## src/rtl/seg_scan_pkg.sv

```systemverilog
`default_nettype none
// ============================================================================
// Module   : seg_scan_pkg
// Purpose  : Shared types and constants for the four-digit seven-segment
//            scanner: scan FSM state encoding, blanked anode/segment values
//            and the active-low hex glyph table.
// Revision : 1.0 - initial release
// ============================================================================
package seg_scan_pkg;

    // Scan FSM states, explicitly 2 bits wide.
    typedef enum logic [1:0] {
        OFF = 2'd0,
        ON  = 2'd1,
        GAP = 2'd2
    } scan_state_t;

    // All anodes dark (active-low).
    localparam logic [3:0] ANODE_OFF = 4'b1111;

    // Active-low glyphs, MSB..LSB = a,b,c,d,e,f,g. Index 0 is listed first.
    localparam logic [0:15][6:0] SEG_TABLE = {
        7'b0000001,  // 0
        7'b1001111,  // 1
        7'b0010010,  // 2
        7'b0000110,  // 3
        7'b1001100,  // 4
        7'b0100100,  // 5
        7'b0100000,  // 6
        7'b0001111,  // 7
        7'b0000000,  // 8
        7'b0000100,  // 9
        7'b0001000,  // A
        7'b1100000,  // b
        7'b0110001,  // C
        7'b1000010,  // d
        7'b0110000,  // E
        7'b0111000   // F
    };

endpackage : seg_scan_pkg
`default_nettype wire

```

## src/rtl/seg_scan_display_lut.sv

```systemverilog
`default_nettype none
// ============================================================================
// Module   : hex2_7seg_lut
// Purpose  : Combinational hex nibble to active-low seven-segment glyph.
// Ports    : nibble [3:0] in  - hex value 0..F
//            seg_n  [0:6] out - active-low segments, seg_n[0]=a .. seg_n[6]=g
// Revision : 1.0 - initial release
// ============================================================================
module hex2_7seg_lut
    import seg_scan_pkg::*;
(
    input  logic [3:0] nibble,
    output logic [0:6] seg_n
);

    assign seg_n = SEG_TABLE[nibble];

endmodule : hex2_7seg_lut
`default_nettype wire

```

## src/rtl/seg_scan_display.sv

```systemverilog
`default_nettype none
// ============================================================================
// Module   : seg_scan_display
// Purpose  : Four-digit time-multiplexed seven-segment scanner. Accepts a
//            16-bit hex word over valid/ready into a one-deep pending buffer
//            and commits it to the display register only at the end of a
//            full frame, so a frame is never torn. A guard gap with all
//            anodes dark separates consecutive digits.
// Ports    : CLK1       in   system clock
//            arst       in   synchronous active-high reset
//            en         in   scan enable, 0 blanks the display
//            din[15:0]  in   packed hex digits, din[3:0] is digit 0 (an[0])
//            din_dp[3:0]in   decimal point per digit, 1 = lit
//            din_valid  in   din/din_dp offered
//            din_ready  out  pending buffer empty
//            seg[0:N-1] out  active-low segments, seg[0]=a .. seg[6]=g
//            dp         out  active-low decimal point
//            an[3:0]    out  active-low anodes, at most one low
//            frame_done out  one-cycle pulse as digit 3's ON period ends
// Options  : SEG_SCAN_ZERO_BLANK_EN - blank leading zero digits (digit 0
//            is never blanked).
// Revision : 1.0 - initial release
// ============================================================================
module seg_scan_display
    import seg_scan_pkg::*;
#(
    parameter int N     = 7,
    parameter int DIV   = 50_000,
    parameter int GUARD = 64
) (
    input  logic         CLK1,
    input  logic         arst,
    input  logic         en,
    input  logic [15:0]  din,
    input  logic [3:0]   din_dp,
    input  logic         din_valid,
    output logic         din_ready,
    output logic [0:N-1] seg,
    output logic         dp,
    output logic [3:0]   an,
    output logic         frame_done
);

    // One prescaler serves both the ON and the GAP phase.
    localparam int c_cnt_max = (DIV > GUARD) ? DIV : GUARD;
    localparam int c_pw      = (c_cnt_max > 1) ? $clog2(c_cnt_max) : 1;
    localparam logic [c_pw-1:0] c_div_last   = c_pw'(DIV - 1);
    localparam logic [c_pw-1:0] c_guard_last = c_pw'(GUARD - 1);

    scan_state_t     r_state;
    logic [1:0]      r_idx;
    logic [c_pw-1:0] r_presc;

    logic [15:0]     r_pend;
    logic [3:0]      r_pend_dp;
    logic            r_pend_valid;
    logic [15:0]     r_disp;
    logic [3:0]      r_disp_dp;

    logic [3:0]      r_an;
    logic [0:N-1]    r_seg;
    logic            r_dp;
    logic            r_frame_done;

    logic            w_on;
    logic            w_commit;
    logic [3:0]      w_nibble;
    logic [0:6]      w_glyph;
    logic            w_blank;
    logic [3:0]      w_an_on;

    // en gates everything so the display goes dark on the edge that sees en=0.
    assign w_on     = en && (r_state == ON);
    assign w_commit = w_on && (r_presc == c_div_last) && (r_idx == 2'd3);
    assign w_nibble = r_disp[{r_idx, 2'b00} +: 4];
    assign w_an_on  = ANODE_OFF ^ (4'b0001 << r_idx);

    hex2_7seg_lut u_lut (
        .nibble (w_nibble),
        .seg_n  (w_glyph)
    );

    // A digit is a leading zero when it and every higher nibble are 0 and
    // its own decimal point is off.
    always_comb begin
        w_blank = 1'b0;
`ifdef SEG_SCAN_ZERO_BLANK_EN
        case (r_idx)
            2'd3:    w_blank = (r_disp[15:12] == 4'h0)  && !r_disp_dp[3];
            2'd2:    w_blank = (r_disp[15:8]  == 8'h00) && !r_disp_dp[2];
            2'd1:    w_blank = (r_disp[15:4]  == 12'h0) && !r_disp_dp[1];
            default: w_blank = 1'b0;
        endcase
`endif
    end

    always_ff @(posedge CLK1) begin
        if (arst) begin
            r_state      <= OFF;
            r_idx        <= 2'd0;
            r_presc      <= '0;
            r_pend       <= 16'h0000;
            r_pend_dp    <= 4'b0000;
            r_pend_valid <= 1'b0;
            r_disp       <= 16'h0000;
            r_disp_dp    <= 4'b0000;
            r_an         <= ANODE_OFF;
            r_seg        <= '1;
            r_dp         <= 1'b1;
            r_frame_done <= 1'b0;
        end else begin
            // Scan FSM
            if (!en) begin
                r_state <= OFF;
                r_idx   <= 2'd0;
                r_presc <= '0;
            end else begin
                case (r_state)
                    OFF: begin
                        r_state <= ON;
                        r_idx   <= 2'd0;
                        r_presc <= '0;
                    end
                    ON: begin
                        if (r_presc == c_div_last) begin
                            r_state <= GAP;
                            r_presc <= '0;
                        end else begin
                            r_presc <= r_presc + 1'b1;
                        end
                    end
                    GAP: begin
                        if (r_presc == c_guard_last) begin
                            r_state <= ON;
                            r_presc <= '0;
                            r_idx   <= r_idx + 2'd1;
                        end else begin
                            r_presc <= r_presc + 1'b1;
                        end
                    end
                    default: begin
                        r_state <= OFF;
                        r_idx   <= 2'd0;
                        r_presc <= '0;
                    end
                endcase
            end

            // Commit and accept are mutually exclusive: a commit needs the
            // buffer full, an accept needs it empty.
            if (w_commit && r_pend_valid) begin
                r_disp       <= r_pend;
                r_disp_dp    <= r_pend_dp;
                r_pend_valid <= 1'b0;
            end else if (din_valid && !r_pend_valid) begin
                r_pend       <= din;
                r_pend_dp    <= din_dp;
                r_pend_valid <= 1'b1;
            end

            // Registered outputs, one cycle behind the scan state.
            r_frame_done <= w_commit;
            r_an         <= w_on ? w_an_on : ANODE_OFF;
            r_seg        <= (w_on && !w_blank) ? w_glyph : '1;
            r_dp         <= w_on ? ~r_disp_dp[r_idx] : 1'b1;
        end
    end

    assign din_ready  = ~r_pend_valid;
    assign an         = r_an;
    assign seg        = r_seg;
    assign dp         = r_dp;
    assign frame_done = r_frame_done;

endmodule : seg_scan_display
`default_nettype wire

```

## config.mk

```make
export PLATFORM = sky130hd
export DESIGN_NAME = seg_scan_display
export DESIGN_NICKNAME = d
export VERILOG_FILES = /design/src/rtl/seg_scan_pkg.sv /design/src/rtl/seg_scan_display_lut.sv /design/src/rtl/seg_scan_display.sv
export SDC_FILE = /design/constraint.sdc
export NUM_CORES = 1
export LEC_CHECK = 0
export CAP_MARGIN = 30
export CORE_MARGIN = 4
export CORE_UTILIZATION = 55
export CTS_CLUSTER_DIAMETER = 100
export DETAILED_ROUTE_END_ITERATION = 10
export GPL_ROUTABILITY_DRIVEN = 0
export GPL_TIMING_DRIVEN = 0
export PLACE_DENSITY = 0.79
export SETUP_SLACK_MARGIN = 0.02
export SLEW_MARGIN = 10
export SYNTH_ARGS = -nofsm -noshare
export SYNTH_HDL_FRONTEND = slang
export SYNTH_SLANG_ARGS = --single-unit
```

## constraint.sdc

```tcl
create_clock -name CLK1 -period 6.3 [get_ports CLK1]
set_input_delay 1.89 -clock CLK1 [delete_from_list [all_inputs] [get_ports CLK1]]
set_output_delay 1.89 -clock CLK1 [all_outputs]
set_load 0.005 [all_outputs]
```

==> impl_results.md, run 1 <==
- Outcome: finished, final reports clean
- Worst Hold Class: flop to flop
- Startpoint Class: primary input
- Clk pin slew, worst setup/hold paths: approximately 70 ps
- Worst slew pin tran: between 700 and 800 ps
- Post-route minimum period: between 3000 and 4000 ps
- CTS tree: built
- H-tree levels: 3
- Largest family of logic cells by synthesized area: simple AND/OR/NAND/NOR gates
- Starting density of the core: 56.8%
- DRT Pass-1 Iters: 4
- Sequential fraction of the synthesis area: ~47%
- P_leak: between 1.5 and 2 nW
- Most common cell in the netlist: dfxtp_1
- Number of global-route vias before repair: about 2200
- Max_cap viols: 0
- Asr flop ratio synth: 0%
- Hpwl dp: ~4.2 mm
- WP data required: roughly 6500 ps
- Drc violations: 0
- Commonest cells post-synth: dfxtp_1 (74), nand2_1 (63), nor2_1 (47), mux2i_1 (24), a21oi_1 (23)
- Final hold violation count: 0
- Largest area contributor in the netlist: dfxtp_1
- Mapped cell area: between 0.003 and 0.004 mm2
- Port Buffers: 36
- Synth Area in Adders: ~6.4%
- 1st-iter DRT viols: just over 70
- Worst Slack Setup Final: 2940 ps
- Syn. warnings: 0
- Initial antenna violation count: 0
- Overflow after GRT: 0
- CTS Hold Bufs: 0
- Relative slew slack: 51.9%
- Pin count of the biggest net entering global routing: 13
- Simple-gate share of the synthesized area: roughly a fifth
- Max frequency: about 300 MHz
- Proportion of synthesized area in mux cells: 11.6%
- Worst R2R Path Depth: 6
- Core Box Area: ~0.0055 mm2
- Die Ht: between 80 and 90 um
- Post_cts resized: 0
- Inserted Clock Buffers: 9
- Period utilisation layout: 53.3%
- Later-pin clock latency in the skew report: ~350 ps
- Final Max Tran Viols: 0
- Syn nets: slightly below 400
- Top post-synthesis cells by area: dfxtp_1 (47%), mux2i_1 (7.7%), nand2_1 (7.6%)
- # diodes: 0
- Yosys cell types: 38
- Filler cells: between 400 and 500
- Post-route ant nets: 0
- Crit path max fanout: 10
- Hold_sp: r_presc[0]$_SDFF_PP0_
- Layout cell share with drive strength beyond 1: 6.30%
- Avg Vias per Cell: 5.11
- Setup TNS: 0 ps
- Post-Route WL: 5.71 mm
- Die area: just under 0.007 mm2
- Via count: roughly 2400
- Synth-to-Final Area Change: 19.9%
- RSZ-0062 raised after global routing: no
- Arr. time, crit path: 3580 ps
- Placed insts: between 400 and 500
- Gr usage total: between 10% and 20%
- Number of enable flip-flop cells after synthesis: 0
- Setup crit end kind: flop
- Setup slack, reg-to-reg: 4010 ps
- Main synth FF type: dfxtp_1
- Reg-to-reg endpoint: r_presc[9]$_SDFF_PP0_
- FP Rows: 27
- Total power density per cell area: 227 mW/mm2
- Worst setup endpoint: r_disp[0]$_SDFFE_PP0P_
- Die span in x: 83.4 um
- Mean post-synth cell area: ~9.1 um2
- Yosys top cell area share: roughly 47%
- Post-route cell area: roughly 0.0037 mm2
- Total Nets Final: 432
- Final non-filler cell total: 469
- Final setup viols: 0
- Io pins: 38
- R2r startpoint: r_presc[11]$_SDFF_PP0_
- Synth Area in XOR/XNOR: under 10%
- Seq cells post-synth: 74
- Area after DPL: roughly 0.0036 mm2
- Peak VDD IR: around 0.00016 V
- Crit. Startpoint: en
- Post-Syn Instances: 345
- Clock Skew: between 6 and 7 ps
- Avg WL per Cell: 12.2 um
- Worst Setup Path Type: primary input to flop
- Root buffer cell: clkbuf_8
- Setup bufs post-CTS: 0
- Compound-Gate Fraction of Synth Area: approximately 7.8%
- Clock sink count: 74
- First-pass GRT wire length: 9.74 mm
- Post-Place Setup Slack: 2570 ps
- Max clock buf depth: 2
[kinds of logic after synthesis]
group / Yosys count
xor gates and xnor gates: 14
adders and majority gates: 16
muxes: 30
and+or+nand+nor: 140
buffers and inverters: 31
AOI/OAI and AO/OA: 40
DFF: 74
[critical path, stage by stage]
cell	delay, ps
clkdlybuf4s50_1	440
and4_1	210
nand3_1	140
buf_1	570
mux2i_1	270
nor2_1	50
[metrics by stage]
| step | utilization, % | power (mW) | hold WS (ps) |
|---|---|---|---|
| 6_report | 68.0 | 0.849 | 447 |
| 5_1_grt | 68.0 | 0.887 | 468 |
| 4_1_cts | 68.0 | 0.857 | 453 |
| 3_5_place_dp | 64.9 | 0.544 | 442 |
| 3_3_place_gp | 64.9 | 0.542 | 429 |
| 2_1_floorplan | - | 0.518 | 418 |
[how the worst min path moves through the flow]
stage / cells past startpoint / endpoint / slack [ps]
2_1_floorplan: 1 / r_presc[0]$_SDFF_PP0_ / 420
3_3_place_gp: 1 / r_presc[0]$_SDFF_PP0_ / 430
3_5_place_dp: 1 / r_presc[0]$_SDFF_PP0_ / 440
4_1_cts: 1 / r_presc[0]$_SDFF_PP0_ / 450
5_1_grt: 1 / r_presc[0]$_SDFF_PP0_ / 470
6_report: 1 / r_presc[0]$_SDFF_PP0_ / 450
[placed cells by master, fill, tap and decap left out, types with 4 or more instances in the layout]
master,Yosys,final
dfxtp_1,74,74
nand2_1,63,63
nor2_1,47,47
clkdlybuf4s50_1,0,36
mux2i_1,24,24
a21oi_1,23,23
clkbuf_1,16,16
ha_1,16,16
inv_1,12,12
clkbuf_8,0,10
nand3_1,9,9
xnor2_1,8,8
xor2_1,6,6
mux4_2,5,5
nor3_1,5,5
clkinv_2,0,5
o21ai_0,4,4
[registers in the layout, indices dropped and copies added (netlist names)]
register,count
r_pend_valid,1
r_state,2
r_pend,16
an,4
frame_done,1
r_presc,16
r_disp_dp,4
r_disp,16
seg,7
r_pend_dp,4
dp,1
r_idx,2
[power by group]
part	switching (mW)	total [mW]	internal, mW
sequential	0.00575	0.483	0.477
combinational	0.0241	0.0496	0.0256
clock	0.166	0.316	0.150
total	0.196	0.849	0.653
[per-layer routing]
metal | vias to the layer above | track usage, % | routed length, um
li1 | 1245 | - | -
met4 | 0 | 7.28 | 93
met2 | 53 | 27.5 | 2540
met3 | 10 | 4.86 | 325
met5 | - | 0 | 0
met1 | 1088 | 22.3 | 2760
[area by class of cell]
cell class | count | area (um2) | area share, %
repair buffers | 36 | 360 | 9.62
well taps | 72 | 90.1 | 2.40
clock buffers | 10 | 138 | 3.67
inverters | 12 | 45.0 | 1.20
clock inverters | 6 | 32.5 | 0.868
flip-flops and latches | 74 | 1480 | 39.5
multi-input cells | 240 | 1530 | 40.7
plain buffers | 19 | 72.6 | 1.94
(Power assumes the default switching activity.)
==> inputs of run 2 (changes only) <==
==> constraint.sdc (replaced) <==
create_clock -name CLK1 -period 3.3 [get_ports CLK1]
set_input_delay 0.99 -clock CLK1 [delete_from_list [all_inputs] [get_ports CLK1]]
set_output_delay 0.99 -clock CLK1 [all_outputs]
set_load 0.005 [all_outputs]
==> results of run 2 <==
The final DEF is identical to that of run 1. Status: finished, final reports clean.
Main changes from that run: setup slack after placement 2570 ps -> 465 ps; setup slack after layout 2940 ps -> 844 ps; register-to-register setup slack 4010 ps -> 1010 ps; total power 0.849 mW -> 1.62 mW; worst IR drop on VDD 0.000158 V -> 0.000302 V
==> inputs of run 3 (changes only) <==
==> constraint.sdc (replaced) <==
create_clock -name CLK1 -period 2.5 [get_ports CLK1]
set_input_delay 0.75 -clock CLK1 [delete_from_list [all_inputs] [get_ports CLK1]]
set_output_delay 0.75 -clock CLK1 [all_outputs]
set_load 0.005 [all_outputs]
==> impl_results.md, run 3 (synthesis results as in run 1) <==
- Avg Vias per Cell: about 5.1
- Clock sink count: 74
- Max clock buf depth: 2
- Fin Hold WS: ~450 ps
- FP Rows: 27
- DRT Pass-1 Iters: 4
- Setup TNS: 0 ps
- Arr. time, crit path: ~2500 ps
- Worst Hold Path Cells: 1
- Post_cts resized: 0
- Worst R2R Path Depth: 6
- Outcome: finished, final reports clean
- Via count: around 2400
- Pin count of the biggest net entering global routing: 13
- Later-pin clock latency in the skew report: ~340 ps
- Post-Route WL: around 5.7 mm
- Die area: roughly 0.0070 mm2
- CTS tree: built
- Peak VDD IR: roughly 0.00040 V
- Die Ht: 83.4 um
- Setup slack, reg-to-reg: 210 ps
- Io pins: 38
- Inserted Clock Buffers: 9
- Worst slew pin tran: roughly 720 ps
- Placed insts: 453
- Hpwl dp: about 4.2 mm
- Number of global-route vias before repair: between 2000 and 2500
- Clock Skew: between 6 and 7 ps
- Worst Setup Path Type: flop to flop
- First-pass GRT wire length: 9.74 mm
- Core Box Area: 0.00551 mm2
- Synth-to-Final Area Change: 19.9%
- Crit path max fanout: 10
- # diodes: 0
- Largest registers: r_disp: 16 flops, r_pend: 16 flops, r_presc: 16 flops
- Setup crit end kind: flop
- Post-route cell area: 0.00375 mm2
- Overflow after GRT: 0
- Layout cell share with drive strength beyond 1: 6.55%
- Total power density per cell area: approximately 570 mW/mm2
- Final Max Tran Viols: 0
- Avg WL per Cell: about 12 um
- Root buffer cell: clkbuf_8
- Startpoint Class: flop
- Critical Path, Cell by Cell: or2_0 > or4_1 > o41a_1 > o211ai_2 > buf_2 > nor2_1
- WP data required: between 2000 and 3000 ps
- CTS Hold Bufs: 0
- Worst Hold Class: flop to flop
- RSZ-0062 raised after global routing: no
- Die span in x: 83.4 um
- CP max-delay cell: o41a_1
- 1st-iter DRT viols: between 60 and 70
- Drc violations: 0
- Post-route ant nets: 0
- Relative slew slack: 51.8%
- Port Buffers: 36
- Initial antenna violation count: 0
- Critical Path Max Stage Delay: around 470 ps
- Period utilisation layout: 91.7%
- H-tree levels: 3
- Final setup viols: 0
- Final hold violation count: 0
- Max_cap viols: 0
- Max frequency: about 440 MHz
- Starting density of the core: 56.8%
- Clk pin slew, worst setup/hold paths: approximately 70 ps
- Post-route minimum period: roughly 2300 ps
- Area after DPL: 0.00358 mm2
- Final non-filler cell total: between 400 and 500
- Most common cell after layout, fill and taps aside: dfxtp_1
- Setup bufs post-CTS: 0
- Gr usage total: about 17%
- P_leak: around 1.5 nW
- Total Nets Final: between 400 and 500
- Commonest non-fill, non-tap cells in the layout: dfxtp_1 (74), nand2_1 (63), nor2_1 (47), clkdlybuf4s50_1 (36), mux2i_1 (24)
[run 3: cell counts in the layout (fill, tap and decap cells not counted)]
Identical to the previous run, type by type.
[run 3: through the flow]
step	setup WS [ps]	power (mW)	util, %
2_1_floorplan	428	1.31	-
3_3_place_gp	-63.1	1.37	64.9
3_5_place_dp	-94.9	1.37	64.9
4_1_cts	192	2.16	68.0
5_1_grt	36.8	2.23	68.1
6_report	208	2.14	68.1
[run 3: area by class of cell]
type | instances | area (um2)
Fill cell | 461 | 1760
Multi-Input combinational cell | 240 | 1530
Sequential cell | 74 | 1480
Timing Repair Buffer | 36 | 360
Clock buffer | 10 | 138
Tap cell | 72 | 90.1
Buffer | 19 | 73.8
Inverter | 12 | 45.0
Clock inverter | 6 | 32.5
[run 3: per-layer routing]
| layer | share of wire [%] | global-route usage, % | wire length [um] | vias to the layer above |
|---|---|---|---|---|
| met2 | 45 | 27.5 | 2540 | 48 |
| met3 | 4.9 | 4.86 | 281 | 11 |
| met4 | 1.8 | 7.28 | 101 | 0 |
| met5 | 0 | 0 | 0 | - |
| li1 | - | - | - | 1247 |
| met1 | 49 | 22.3 | 2770 | 1091 |
[run 3: critical path, delay by kind of cell (launching register included)]
family	cells	cell delay, ps
buffers and inverters	1	290
and+or+nand+nor	3	720
AOI/OAI and AO/OA	2	810
DFF	1	350
[run 3: final timing paths]
| check | start | endpoint |
|---|---|---|
| hold reg to reg | r_presc[0]$_SDFF_PP0_ | r_presc[0]$_SDFF_PP0_ |
| setup / recovery | r_presc[11]$_SDFF_PP0_ | r_presc[9]$_SDFF_PP0_ |
| hold / removal | r_presc[0]$_SDFF_PP0_ | r_presc[0]$_SDFF_PP0_ |
| setup reg to reg | r_presc[11]$_SDFF_PP0_ | r_presc[9]$_SDFF_PP0_ |
[run 3: power by group]
group | switching, mW | internal (mW)
registers | 0.0145 | 1.20
clock network | 0.416 | 0.378
logic | 0.0606 | 0.0644
